==> config.mk <==
export PLATFORM = sky130hd
export DESIGN_NAME = id_stage
export DESIGN_NICKNAME = d
export VERILOG_FILES = /design/src/rtl/mips_pkg.sv /design/src/rtl/inst_decoder.sv /design/src/rtl/id_stage.sv
export SDC_FILE = /design/constraint.sdc
export NUM_CORES = 1
export LEC_CHECK = 0
export ABC_AREA = 1
export CORE_ASPECT_RATIO = 1.5
export CORE_MARGIN = 2
export CORE_UTILIZATION = 48
export DETAILED_ROUTE_END_ITERATION = 16
export PLACE_DENSITY = 0.85
export SLEW_MARGIN = 5
export SYNTH_ARGS = -nofsm -noshare
export SYNTH_HDL_FRONTEND = slang
export SYNTH_HIERARCHICAL = 1
export SYNTH_SLANG_ARGS = --single-unit
==> constraint.sdc <==
create_clock -name clk -period 4.55 [get_ports clk]
set_input_delay 0.6825 -clock clk [delete_from_list [all_inputs] [get_ports clk]]
set_output_delay 0.6825 -clock clk [all_outputs]
set_load 0.1 [all_outputs]
==> src/rtl/mips_pkg.sv <==
// Shared MIPS decode definitions: opcodes, R-type functs, ALU ops, selector kinds.
// Latency: n/a (types and constants only).
// Backpressure: n/a.
package mips_pkg;

  localparam logic [5:0] OP_RTYPE = 6'h00;
  localparam logic [5:0] OP_J     = 6'h02;
  localparam logic [5:0] OP_JAL   = 6'h03;
  localparam logic [5:0] OP_BEQ   = 6'h04;
  localparam logic [5:0] OP_BNE   = 6'h05;
  localparam logic [5:0] OP_BLEZ  = 6'h06;
  localparam logic [5:0] OP_BGTZ  = 6'h07;
  localparam logic [5:0] OP_ADDI  = 6'h08;
  localparam logic [5:0] OP_ADDIU = 6'h09;
  localparam logic [5:0] OP_SLTI  = 6'h0a;
  localparam logic [5:0] OP_SLTIU = 6'h0b;
  localparam logic [5:0] OP_ANDI  = 6'h0c;
  localparam logic [5:0] OP_ORI   = 6'h0d;
  localparam logic [5:0] OP_XORI  = 6'h0e;
  localparam logic [5:0] OP_LUI   = 6'h0f;
  localparam logic [5:0] OP_LW    = 6'h23;
  localparam logic [5:0] OP_SW    = 6'h2b;

  localparam logic [5:0] F_SLL  = 6'h00;
  localparam logic [5:0] F_SRL  = 6'h02;
  localparam logic [5:0] F_SRA  = 6'h03;
  localparam logic [5:0] F_SLLV = 6'h04;
  localparam logic [5:0] F_SRLV = 6'h06;
  localparam logic [5:0] F_SRAV = 6'h07;
  localparam logic [5:0] F_JR   = 6'h08;
  localparam logic [5:0] F_JALR = 6'h09;
  localparam logic [5:0] F_ADD  = 6'h20;
  localparam logic [5:0] F_ADDU = 6'h21;
  localparam logic [5:0] F_SUB  = 6'h22;
  localparam logic [5:0] F_SUBU = 6'h23;
  localparam logic [5:0] F_AND  = 6'h24;
  localparam logic [5:0] F_OR   = 6'h25;
  localparam logic [5:0] F_XOR  = 6'h26;
  localparam logic [5:0] F_NOR  = 6'h27;
  localparam logic [5:0] F_SLT  = 6'h2a;
  localparam logic [5:0] F_SLTU = 6'h2b;

  localparam int REG_LINK = 31;

  typedef enum logic [3:0] {
    ALU_ADD, ALU_SUB, ALU_AND, ALU_OR, ALU_XOR, ALU_NOR,
    ALU_SLT, ALU_SLTU, ALU_SLL, ALU_SRL, ALU_SRA
  } alu_op_t;

  typedef enum logic [1:0] {S1_RS, S1_RT, S1_ZERO, S1_PC4} src1_sel_t;
  typedef enum logic [2:0] {S2_RT, S2_SEXT, S2_ZEXT, S2_LUI, S2_SHAMT, S2_RS, S2_ZERO} src2_sel_t;
  typedef enum logic [1:0] {WSEL_RD, WSEL_RT, WSEL_LINK} wsel_t;
  typedef enum logic [2:0] {BR_NONE, BR_BEQ, BR_BNE, BR_BLEZ, BR_BGTZ, BR_J, BR_JR} br_kind_t;

endpackage

==> src/rtl/inst_decoder.sv <==
// Combinational decode of opcode/funct into control, operand selects, source-use and branch kind.
// Latency: 0 cycles (pure combinational).
// Backpressure: none; outputs follow the inputs.
// Ports: op, funct in; aluop, src1_sel, src2_sel, wsel, use_rs, use_rt, wreg, mem_rd, mem_wr, illegal, br_kind out.
module inst_decoder
  import mips_pkg::*;
(
  input  logic [5:0] op,
  input  logic [5:0] funct,
  output alu_op_t    aluop,
  output src1_sel_t  src1_sel,
  output src2_sel_t  src2_sel,
  output wsel_t      wsel,
  output logic       use_rs,
  output logic       use_rt,
  output logic       wreg,
  output logic       mem_rd,
  output logic       mem_wr,
  output logic       illegal,
  output br_kind_t   br_kind
);

  always_comb begin
    aluop    = ALU_ADD;
    src1_sel = S1_RS;
    src2_sel = S2_RT;
    wsel     = WSEL_RT;
    use_rs   = 1'b0;
    use_rt   = 1'b0;
    wreg     = 1'b0;
    mem_rd   = 1'b0;
    mem_wr   = 1'b0;
    illegal  = 1'b0;
    br_kind  = BR_NONE;
    case (op)
      OP_RTYPE: begin
        wsel   = WSEL_RD;
        wreg   = 1'b1;
        use_rs = 1'b1;
        use_rt = 1'b1;
        case (funct)
          // Shifts operate on rt; the amount comes from shamt or rs[4:0].
          F_SLL:  begin aluop = ALU_SLL; src1_sel = S1_RT; src2_sel = S2_SHAMT; use_rs = 1'b0; end
          F_SRL:  begin aluop = ALU_SRL; src1_sel = S1_RT; src2_sel = S2_SHAMT; use_rs = 1'b0; end
          F_SRA:  begin aluop = ALU_SRA; src1_sel = S1_RT; src2_sel = S2_SHAMT; use_rs = 1'b0; end
          F_SLLV: begin aluop = ALU_SLL; src1_sel = S1_RT; src2_sel = S2_RS; end
          F_SRLV: begin aluop = ALU_SRL; src1_sel = S1_RT; src2_sel = S2_RS; end
          F_SRAV: begin aluop = ALU_SRA; src1_sel = S1_RT; src2_sel = S2_RS; end
          F_JR:   begin wreg = 1'b0; use_rt = 1'b0; br_kind = BR_JR; end
          // Link value pc+4 travels to EX as src1 + 0.
          F_JALR: begin use_rt = 1'b0; br_kind = BR_JR; src1_sel = S1_PC4; src2_sel = S2_ZERO; end
          F_ADD, F_ADDU: aluop = ALU_ADD;
          F_SUB, F_SUBU: aluop = ALU_SUB;
          F_AND:  aluop = ALU_AND;
          F_OR:   aluop = ALU_OR;
          F_XOR:  aluop = ALU_XOR;
          F_NOR:  aluop = ALU_NOR;
          F_SLT:  aluop = ALU_SLT;
          F_SLTU: aluop = ALU_SLTU;
          default: begin illegal = 1'b1; wreg = 1'b0; use_rs = 1'b0; use_rt = 1'b0; end
        endcase
      end
      OP_J:    br_kind = BR_J;
      OP_JAL:  begin br_kind = BR_J; wreg = 1'b1; wsel = WSEL_LINK; src1_sel = S1_PC4; src2_sel = S2_ZERO; end
      OP_BEQ:  begin br_kind = BR_BEQ;  use_rs = 1'b1; use_rt = 1'b1; end
      OP_BNE:  begin br_kind = BR_BNE;  use_rs = 1'b1; use_rt = 1'b1; end
      OP_BLEZ: begin br_kind = BR_BLEZ; use_rs = 1'b1; end
      OP_BGTZ: begin br_kind = BR_BGTZ; use_rs = 1'b1; end
      OP_ADDI, OP_ADDIU: begin use_rs = 1'b1; wreg = 1'b1; src2_sel = S2_SEXT; end
      OP_SLTI:  begin aluop = ALU_SLT;  use_rs = 1'b1; wreg = 1'b1; src2_sel = S2_SEXT; end
      OP_SLTIU: begin aluop = ALU_SLTU; use_rs = 1'b1; wreg = 1'b1; src2_sel = S2_SEXT; end
      OP_ANDI:  begin aluop = ALU_AND;  use_rs = 1'b1; wreg = 1'b1; src2_sel = S2_ZEXT; end
      OP_ORI:   begin aluop = ALU_OR;   use_rs = 1'b1; wreg = 1'b1; src2_sel = S2_ZEXT; end
      OP_XORI:  begin aluop = ALU_XOR;  use_rs = 1'b1; wreg = 1'b1; src2_sel = S2_ZEXT; end
      OP_LUI:   begin wreg = 1'b1; src1_sel = S1_ZERO; src2_sel = S2_LUI; end
      OP_LW:    begin use_rs = 1'b1; wreg = 1'b1; mem_rd = 1'b1; src2_sel = S2_SEXT; end
      OP_SW:    begin use_rs = 1'b1; use_rt = 1'b1; mem_wr = 1'b1; src2_sel = S2_SEXT; end
      default:  illegal = 1'b1;
    endcase
  end

endmodule

==> src/rtl/id_stage.sv <==
// MIPS decode stage: reads/forwards operands, resolves branches/jumps, holds one decoded instruction.
// Latency: 1 cycle from accept to ex_valid; redirect is registered and follows the accept by 1 cycle.
// Backpressure: if_ready drops while the held slot is blocked by ex_ready, on a data hazard, or on flush.
// Ports: fetch (if_*), register file (rf_*), EX/MEM result taps (*_fwd_*), execute (ex_*), flush, redirect.
// Build option: ID_FORWARD_EN enables EX/MEM forwarding; without it any pending EX/MEM write to a source stalls.
module id_stage
  import mips_pkg::*;
#(
  parameter int DATA_W  = 32,
  parameter int RADDR_W = 5
) (
  input  logic               clk,
  input  logic               rst,
  input  logic               if_valid,
  output logic               if_ready,
  input  logic [31:0]        if_inst,
  input  logic [DATA_W-1:0]  if_pc,
  output logic [RADDR_W-1:0] rf_raddr1,
  output logic [RADDR_W-1:0] rf_raddr2,
  input  logic [DATA_W-1:0]  rf_rdata1,
  input  logic [DATA_W-1:0]  rf_rdata2,
  input  logic               ex_fwd_wen,
  input  logic               ex_fwd_load,
  input  logic [RADDR_W-1:0] ex_fwd_waddr,
  input  logic [DATA_W-1:0]  ex_fwd_wdata,
  input  logic               mem_fwd_wen,
  input  logic [RADDR_W-1:0] mem_fwd_waddr,
  input  logic [DATA_W-1:0]  mem_fwd_wdata,
  output logic               ex_valid,
  input  logic               ex_ready,
  output alu_op_t            ex_aluop,
  output logic [DATA_W-1:0]  ex_src1,
  output logic [DATA_W-1:0]  ex_src2,
  output logic [DATA_W-1:0]  ex_store_data,
  output logic [DATA_W-1:0]  ex_pc,
  output logic [RADDR_W-1:0] ex_waddr,
  output logic               ex_wreg,
  output logic               ex_mem_rd,
  output logic               ex_mem_wr,
  output logic               ex_illegal,
  input  logic               flush,
  output logic               redirect,
  output logic [DATA_W-1:0]  redirect_pc
);

  typedef enum logic {EMPTY, FULL} state_t;
  state_t state, state_nxt;

  alu_op_t   aluop;
  src1_sel_t src1_sel;
  src2_sel_t src2_sel;
  wsel_t     wsel;
  br_kind_t  br_kind;
  logic use_rs, use_rt, wreg, mem_rd, mem_wr, illegal;

  inst_decoder u_dec (
    .op(if_inst[31:26]), .funct(if_inst[5:0]),
    .aluop(aluop), .src1_sel(src1_sel), .src2_sel(src2_sel), .wsel(wsel),
    .use_rs(use_rs), .use_rt(use_rt), .wreg(wreg), .mem_rd(mem_rd), .mem_wr(mem_wr),
    .illegal(illegal), .br_kind(br_kind)
  );

  assign rf_raddr1 = RADDR_W'(if_inst[25:21]);
  assign rf_raddr2 = RADDR_W'(if_inst[20:16]);

  // Address matches against in-flight writers; r0 never matches.
  logic rs_ex_hit, rt_ex_hit, rs_mem_hit, rt_mem_hit;
  assign rs_ex_hit  = ex_fwd_wen  && ex_fwd_waddr  != '0 && ex_fwd_waddr  == rf_raddr1;
  assign rt_ex_hit  = ex_fwd_wen  && ex_fwd_waddr  != '0 && ex_fwd_waddr  == rf_raddr2;
  assign rs_mem_hit = mem_fwd_wen && mem_fwd_waddr != '0 && mem_fwd_waddr == rf_raddr1;
  assign rt_mem_hit = mem_fwd_wen && mem_fwd_waddr != '0 && mem_fwd_waddr == rf_raddr2;

  logic              hazard;
  logic [DATA_W-1:0] op1, op2;

`ifdef ID_FORWARD_EN
  // Only a load in EX cannot be forwarded yet.
  assign hazard = ex_fwd_load && ((use_rs && rs_ex_hit) || (use_rt && rt_ex_hit));
  assign op1 = (rf_raddr1 == '0) ? '0 :
               (rs_ex_hit && !ex_fwd_load) ? ex_fwd_wdata :
               rs_mem_hit ? mem_fwd_wdata : rf_rdata1;
  assign op2 = (rf_raddr2 == '0) ? '0 :
               (rt_ex_hit && !ex_fwd_load) ? ex_fwd_wdata :
               rt_mem_hit ? mem_fwd_wdata : rf_rdata2;
`else
  logic unused_fwd;
  assign unused_fwd = ^{ex_fwd_wdata, mem_fwd_wdata, ex_fwd_load};
  assign hazard = (use_rs && (rs_ex_hit || rs_mem_hit)) || (use_rt && (rt_ex_hit || rt_mem_hit));
  assign op1 = (rf_raddr1 == '0) ? '0 : rf_rdata1;
  assign op2 = (rf_raddr2 == '0) ? '0 : rf_rdata2;
`endif

  logic [DATA_W-1:0] pc4, imm_sext, src1, src2, target;
  logic [RADDR_W-1:0] waddr;
  logic taken;

  assign pc4      = if_pc + DATA_W'(4);
  assign imm_sext = {{(DATA_W-16){if_inst[15]}}, if_inst[15:0]};

  always_comb begin
    case (src1_sel)
      S1_RS:   src1 = op1;
      S1_RT:   src1 = op2;
      S1_PC4:  src1 = pc4;
      default: src1 = '0;
    endcase
    case (src2_sel)
      S2_RT:    src2 = op2;
      S2_SEXT:  src2 = imm_sext;
      S2_ZEXT:  src2 = {{(DATA_W-16){1'b0}}, if_inst[15:0]};
      S2_LUI:   src2 = {if_inst[15:0], {(DATA_W-16){1'b0}}};
      S2_SHAMT: src2 = DATA_W'(if_inst[10:6]);
      S2_RS:    src2 = DATA_W'(op1[4:0]);
      default:  src2 = '0;
    endcase
    case (wsel)
      WSEL_RD:   waddr = RADDR_W'(if_inst[15:11]);
      WSEL_LINK: waddr = RADDR_W'(REG_LINK);
      default:   waddr = RADDR_W'(if_inst[20:16]);
    endcase
  end

  always_comb begin
    taken  = 1'b0;
    target = pc4 + {imm_sext[DATA_W-3:0], 2'b00};
    case (br_kind)
      BR_BEQ:  taken = (op1 == op2);
      BR_BNE:  taken = (op1 != op2);
      BR_BLEZ: taken = op1[DATA_W-1] || (op1 == '0);
      BR_BGTZ: taken = !op1[DATA_W-1] && (op1 != '0);
      BR_J: begin
        taken        = 1'b1;
        target       = pc4;
        target[27:0] = {if_inst[25:0], 2'b00};
      end
      BR_JR: begin
        taken  = 1'b1;
        target = op1;
      end
      default: taken = 1'b0;
    endcase
  end

  logic accept;
  // flush also blocks accept, so a flushed branch can never raise redirect.
  assign if_ready = (state == EMPTY || ex_ready) && !hazard && !flush;
  assign accept   = if_valid && if_ready;
  assign ex_valid = (state == FULL);

  always_comb begin
    state_nxt = state;
    if (flush)         state_nxt = EMPTY;
    else if (accept)   state_nxt = FULL;
    else if (ex_ready) state_nxt = EMPTY;
  end

  always_ff @(posedge clk) begin
    if (rst) state <= EMPTY;
    else     state <= state_nxt;
  end

  // Payload only loads on accept, which keeps ex_* stable while EX stalls.
  always_ff @(posedge clk) begin
    if (rst) begin
      ex_aluop      <= ALU_ADD;
      ex_src1       <= '0;
      ex_src2       <= '0;
      ex_store_data <= '0;
      ex_pc         <= '0;
      ex_waddr      <= '0;
      ex_wreg       <= 1'b0;
      ex_mem_rd     <= 1'b0;
      ex_mem_wr     <= 1'b0;
      ex_illegal    <= 1'b0;
      redirect      <= 1'b0;
      redirect_pc   <= '0;
    end else begin
      if (accept) begin
        ex_aluop      <= aluop;
        ex_src1       <= src1;
        ex_src2       <= src2;
        ex_store_data <= op2;
        ex_pc         <= if_pc;
        ex_waddr      <= waddr;
        ex_wreg       <= wreg;
        ex_mem_rd     <= mem_rd;
        ex_mem_wr     <= mem_wr;
        ex_illegal    <= illegal;
      end
      redirect <= accept && taken;
      if (accept && taken) redirect_pc <= target;
    end
  end

endmodule

Word level (Yosys, flattened, before mapping). Cells that the tools add are included.

Register bits after elaboration: 175. Output and inout port bits: 186.

Add/subtract/negate cells: 2. Equality and inequality tests: 53. Multiplexer cells: 28. Bitwise operators: 1. Reductions and logical operators: 54.

Operators by type and width (number): $pmux 32 s6 (1); $pmux 32 s3 (1); $eq 6x6->1 const B (12); $mux 32 (2); $pmux 32 s2 (1); $eq 6x4->1 const B (10); $eq 6x3->1 const B (7); $pmux 4 s10 (1); $add 32x3->32 const B (1); $add 32x32->32 (1); $eq 32x32->1 (1); $logic_not 32->1 (1); $ne 32x32->1 (1); $reduce_bool 32->1 (1); $reduce_or 16->1 (2); $eq 6x2->1 const B (4); $pmux 4 s6 (1); $eq 5x5->1 (4); $pmux 3 s6 (1); $reduce_or 18->1 (1); $reduce_or 17->1 (1); $reduce_or 2->1 (8); $eq 3x3->1 const B (5); $pmux 3 s5 (1); other kinds (27) (69).

Depth between registers and ports, before layout. Gate-level depths: netlist of run 1.

Word-level depth: 11. Gate-level depth with buffers: 24. Gate-level depth less buffers: 24.

Cells and area by module. Netlist of run 1, hierarchy kept.

By module, submodules not included: id_stage (instances 1, cells each 1812, area each 11562.3 um2); inst_decoder (instances 1, cells each 140, area each 685.7 um2).

Worst setup path before layout of run 1. No wires, ideal clock.

Path kind: input to register. From: in if_pc[2]. To: reg redirect_pc[24]. Library setup time: 113 ps. Arrival: 3261 ps. Required time: 4437 ps. Setup slack: 1176 ps. Cell stages on the path: 21. Buffers on the path: 0. Cell sequence: ha_1 nand3_1 nor2_1 inv_1 nor4_1 nand2_1 nor2_1 nand4_1 nand2_1 inv_1 ha_1 nand2_1 inv_1 a21boi_0 a21boi_0 nand3_1 or2_2 nand3_1 o211ai_1 nor2_1 nor2_1.

Cells in the longest elaborated chain, start to end: 3.

RTL lines: from (decl) (RTL line id_stage.sv:17) `input logic [DATA_W-1:0] if_pc,`; $add 32x3->32 (RTL line id_stage.sv:97) `assign pc4 = if_pc + DATA_W'(4);`; $add 32x32->32 (RTL line id_stage.sv:125) `target = pc4 + {imm_sext[DATA_W-3:0], 2'b00};`; $pmux 32 s2 (RTL line id_stage.sv:126) `case (br_kind)`; to (signal assigned) (RTL line id_stage.sv:191) `if (accept && taken) redirect_pc <= target;`; to (decl) (RTL line id_stage.sv:43) `output logic [DATA_W-1:0] redirect_pc`.

Every way passes these cells. A chain may end at the register's enable or synchronous reset.

Worst setup path after layout of run 1.
From: in if_pc[2]. To: reg redirect_pc[27].

Same word-level chain as after synthesis.

==> results of run 1 <==
-- flip-flops by register name (all words and copies together), names as in the netlist, 4 cells and up --
| register | cells |
|---|---|
| ex_src1 | 32 |
| ex_waddr | 5 |
| redirect_pc | 32 |
| ex_aluop | 4 |
| ex_src2 | 32 |
| ex_store_data | 32 |
| ex_pc | 32 |
-- report_power, final --
group | switching [W] | internal, W | leakage (nW) | total [W]
Clock | 0.000734 | 0.000839 | 0.301 | 0.00157
Combinational | 0.00145 | 0.000570 | 5.51 | 0.00202
Sequential | 0.0000482 | 0.00162 | 1.43 | 0.00167
Total | 0.00223 | 0.00303 | 7.25 | 0.00526
-- worst min-delay path, delay by kind of cell, from the launching register on --
kind,cells,cell delay (ns)
DFF,1,0.31
AOI/OAI and AO/OA,1,0.05
and+or+nand+nor,1,0.06
-- layout make-up --
| cell class | instances | area [µm²] | share of cell area [%] |
|---|---|---|---|
| repair buffers | 412 | 3940 | 23.6 |
| well taps | 328 | 410 | 2.45 |
| diodes | 2 | 5.00 | 0.0299 |
| multi-input cells | 1500 | 7580 | 45.3 |
| inverters | 175 | 662 | 3.96 |
| flip-flops and latches | 175 | 3500 | 20.9 |
| clock buffers | 17 | 425 | 2.54 |
| clock inverters | 15 | 193 | 1.15 |
-- routing by layer --
metal | vias to the layer above | global-route usage [%] | part of all wire [%]
li1 | 7193 | - | -
met1 | 7094 | 48.6 | 35
met2 | 980 | 72.4 | 46
met3 | 281 | 8.09 | 8.6
met4 | 0 | 39.1 | 11
met5 | - | 0 | 0
-- logic make-up after synthesis --
kind of cell	after synthesis	synth area share, %
adder cells (fa/ha/maj)	34	3.53
AO/OA/AOI/OAI	414	20.2
buffers and inverters	277	9.49
AND/OR/NAND/NOR	995	34.1
XOR/XNOR	57	4.08
flip-flops	175	28.6
-- how the worst max path moves through the flow --
stage	slack [ns]	end	depth (start not counted)
6_report	0.43	redirect_pc[27]	20
2_1_floorplan	1.18	redirect_pc[24]	21
3_5_place_dp	0.01	redirect_pc[27]	20
3_3_place_gp	0.07	redirect_pc[27]	20
4_1_cts	0.47	redirect_pc[27]	20
5_1_grt	0.05	redirect_pc[24]	22
-- cell usage in the layout, fill, tap and decap left out, types with 3 or more instances in the layout --
cell / n
a211oi_1: 28
a21boi_0: 5
a21o_1: 3
a21oi_1: 108
a31oi_1: 6
buf_12: 4
buf_4: 86
clkbuf_16: 17
clkdlybuf4s50_1: 321
dfxtp_1: 175
ha_1: 33
inv_1: 170
inv_2: 3
inv_6: 5
inv_8: 5
nand2_1: 463
nand2_2: 3
nand3_1: 95
nand3_2: 7
nand3b_1: 3
nand4_1: 37
nor2_1: 330
nor2_4: 4
nor3_1: 29
nor4_1: 5
o2111ai_1: 5
o211ai_1: 4
o21ai_0: 148
o21bai_1: 9
o221ai_1: 38
o22ai_1: 47
o311ai_0: 3
or2_2: 10
xnor2_1: 25
xor2_1: 32
-- metrics by stage --
stage / power [W] / worst slack (ns) / utilization [%]
floorplan: 0.00298 / 1.18 / -
global placement: 0.00366 / 0.0690 / 64.3
detailed placement: 0.00368 / 0.0113 / 64.3
CTS: 0.00522 / 0.469 / 66.7
global route: 0.00543 / 0.0534 / 66.8
finish: 0.00526 / 0.426 / 66.8
==> summary.md, run 1 <==
| Metric | Value |
|---|---|
| Post-synthesis cell area | between 10000 and 15000 µm² |
| Highest Clock Rate | about 0.24 GHz |
| Chip Width | 134 µm |
| Kind of critical path | in -> reg |
| Post-route cell area | 16700 µm² |
| Via count | 15500 |
| Worst vdd ir | between 0.2 and 0.3 mV |
| Cts bufs inserted | 17 |
| FF-to-FF Start | ex_valid |
| Clock H-tree levels | 4 |
| Buf/Inv on CP | 4 |
| Hold Path Sink | ex_src1[4] |
| Vias in the first global route | ~15000 |
| Cell count of the worst reg-to-reg path | 8 |
| Die area | ~27000 µm² |
| Initial Util | 48.9% |
| # fillers | 2268 |
| Root Driver | clkbuf_16 |
| Setup Fix Bufs, Post-CTS | 0 |
| I/O pins | ~400 |
| Outcome | complete, no violations |
| Critical path startpoint category | input port |
| Critical Path End Type | flip-flop |
| Grt total ovfl | 0 |
| Fin crit share | 90.6% |
| Final RePlAce weighted congestion | 1.08 |
| Initial antenna violation count | 2 |
| Worst path cell trace | clkdlybuf4s50_1 -> ha_1 -> nand3_1 -> nor2_1 -> nand2_1 -> nor2_1 -> inv_1 -> nor4_1 -> xor2_1 -> buf_4 -> inv_1 -> ha_1 -> a21oi_1 -> o21ai_0 -> a21oi_1 -> nand3_1 -> or2_2 -> a31o_2 -> nor2_1 -> nor2_1 |
| Synth unique cells | 48 |
| First-pass GRT wire length | roughly 87000 µm |
| Worst-Skew Late Latency | between 0.4 and 0.5 ns |
| Routed Antenna Nets | 0 |
| DRT iter0 DRCs | 1762 |
| Post-synthesis async set-or-reset flop share | 0% |
| Total Wirelength | 59900 µm |
| Placed cell count | about 2600 |
| CP delay by family, top | simple AND/OR/NAND/NOR gates |
| Ys flop type | dfxtp_1 |
| Hold slack | between 0.4 and 0.5 ns |
| Pwr/cell area | 315 nW/µm² |
| Non-Filler Instances | around 2600 |
| Row count | about 70 |
| Share of the synthesized area in the top cell type | ~29% |
| Clock Skew | a little under 0.007 ns |
| DP Wirelength | 48000 µm |
| Slew HR | ~16% |
| Clock Sink Count | 175 |
| Drt via density | 5.93 |
| Clk slew on worst S/H paths | roughly 0.08 ns |
| Worst setup path start | if_pc[2] |
| Register area share after synthesis | 28.6% |
| CTS tree | built |
| Top cells by area, synth | dfxtp_1 29%, nand2_1 14%, nor2_1 10%, o21ai_0 6.0%, inv_1 5.2% |
| Leakage | slightly above 7 nW |
| Largest net degree at the start of global routing | 91 |
| Hold crit path type | reg -> reg |
| Drt wl/cell | 22.8 µm |
| Count leader, synth | nand2_1 |
| IO buf count | 330 |
| Synth Net Count | 2196 |
| Period minus WS final | 4.12 ns |
| Final setup viols | 0 |
| Cts hold-fix bufs | 0 |
| Hold path cells | 2 |
| Post-DP Area | 16100 µm² |
| First-pass DRT Iterations | 6 |
| Hold_sp | ex_src1[4] |
| Worst r2r dst | ex_src1[9] |
| Layout Nets | 2525 |
| Top cells by count, synth | 463 x nand2_1, 330 x nor2_1, 175 x dfxtp_1 |
| Slowest CP cell | clkdlybuf4s50_1 |
| DIE HEIGHT | 200 µm |
| Synth warn | 6 |
| All-layer global routing usage | 44.1% |
| Fraction of layout cells with a size suffix above 1 | 7.19% |
| Final Max Slew Viols | 0 |
| Leading area contributor after synthesis | dfxtp_1 |
| Worst-Margin Slew | ~1.3 ns |
| Setup total negative slack | 0 ns |
| Total core area | approximately 25000 µm² |
| Most used cell, CP | nor2_1 |
| Clock tree buffer depth | 2 |
| R2r setup slk | between 2 and 2.5 ns |
| CP max stage delay | just under 0.5 ns |
| RSZ-0062 raised after global routing | no |
| Crit-path max FO | 3 |
| Max cap viols | 0 |
| Layout area overhead | 36.6% |
| Synthesis-stage register bit count | 175 |
| Gate Count Post-Synth | 1952 |
| Mean Syn Cell Area | 6.27 µm² |
| Post_cts resized | 0 |
| DRC viols | 0 |
| Worst EP required | 4.92 ns |
| Post-synth EDFFs | 0 |
| Final-report hold violation count | 0 |
| Arr. time, crit path | 4.50 ns |
(Power assumes the default switching activity.)
==> run 2: changes to the inputs <==
Settings changed: CTS_CLUSTER_DIAMETER set to 200.
==> results of run 2 <==
The final DEF is identical to that of run 1; final timing and power are the same.
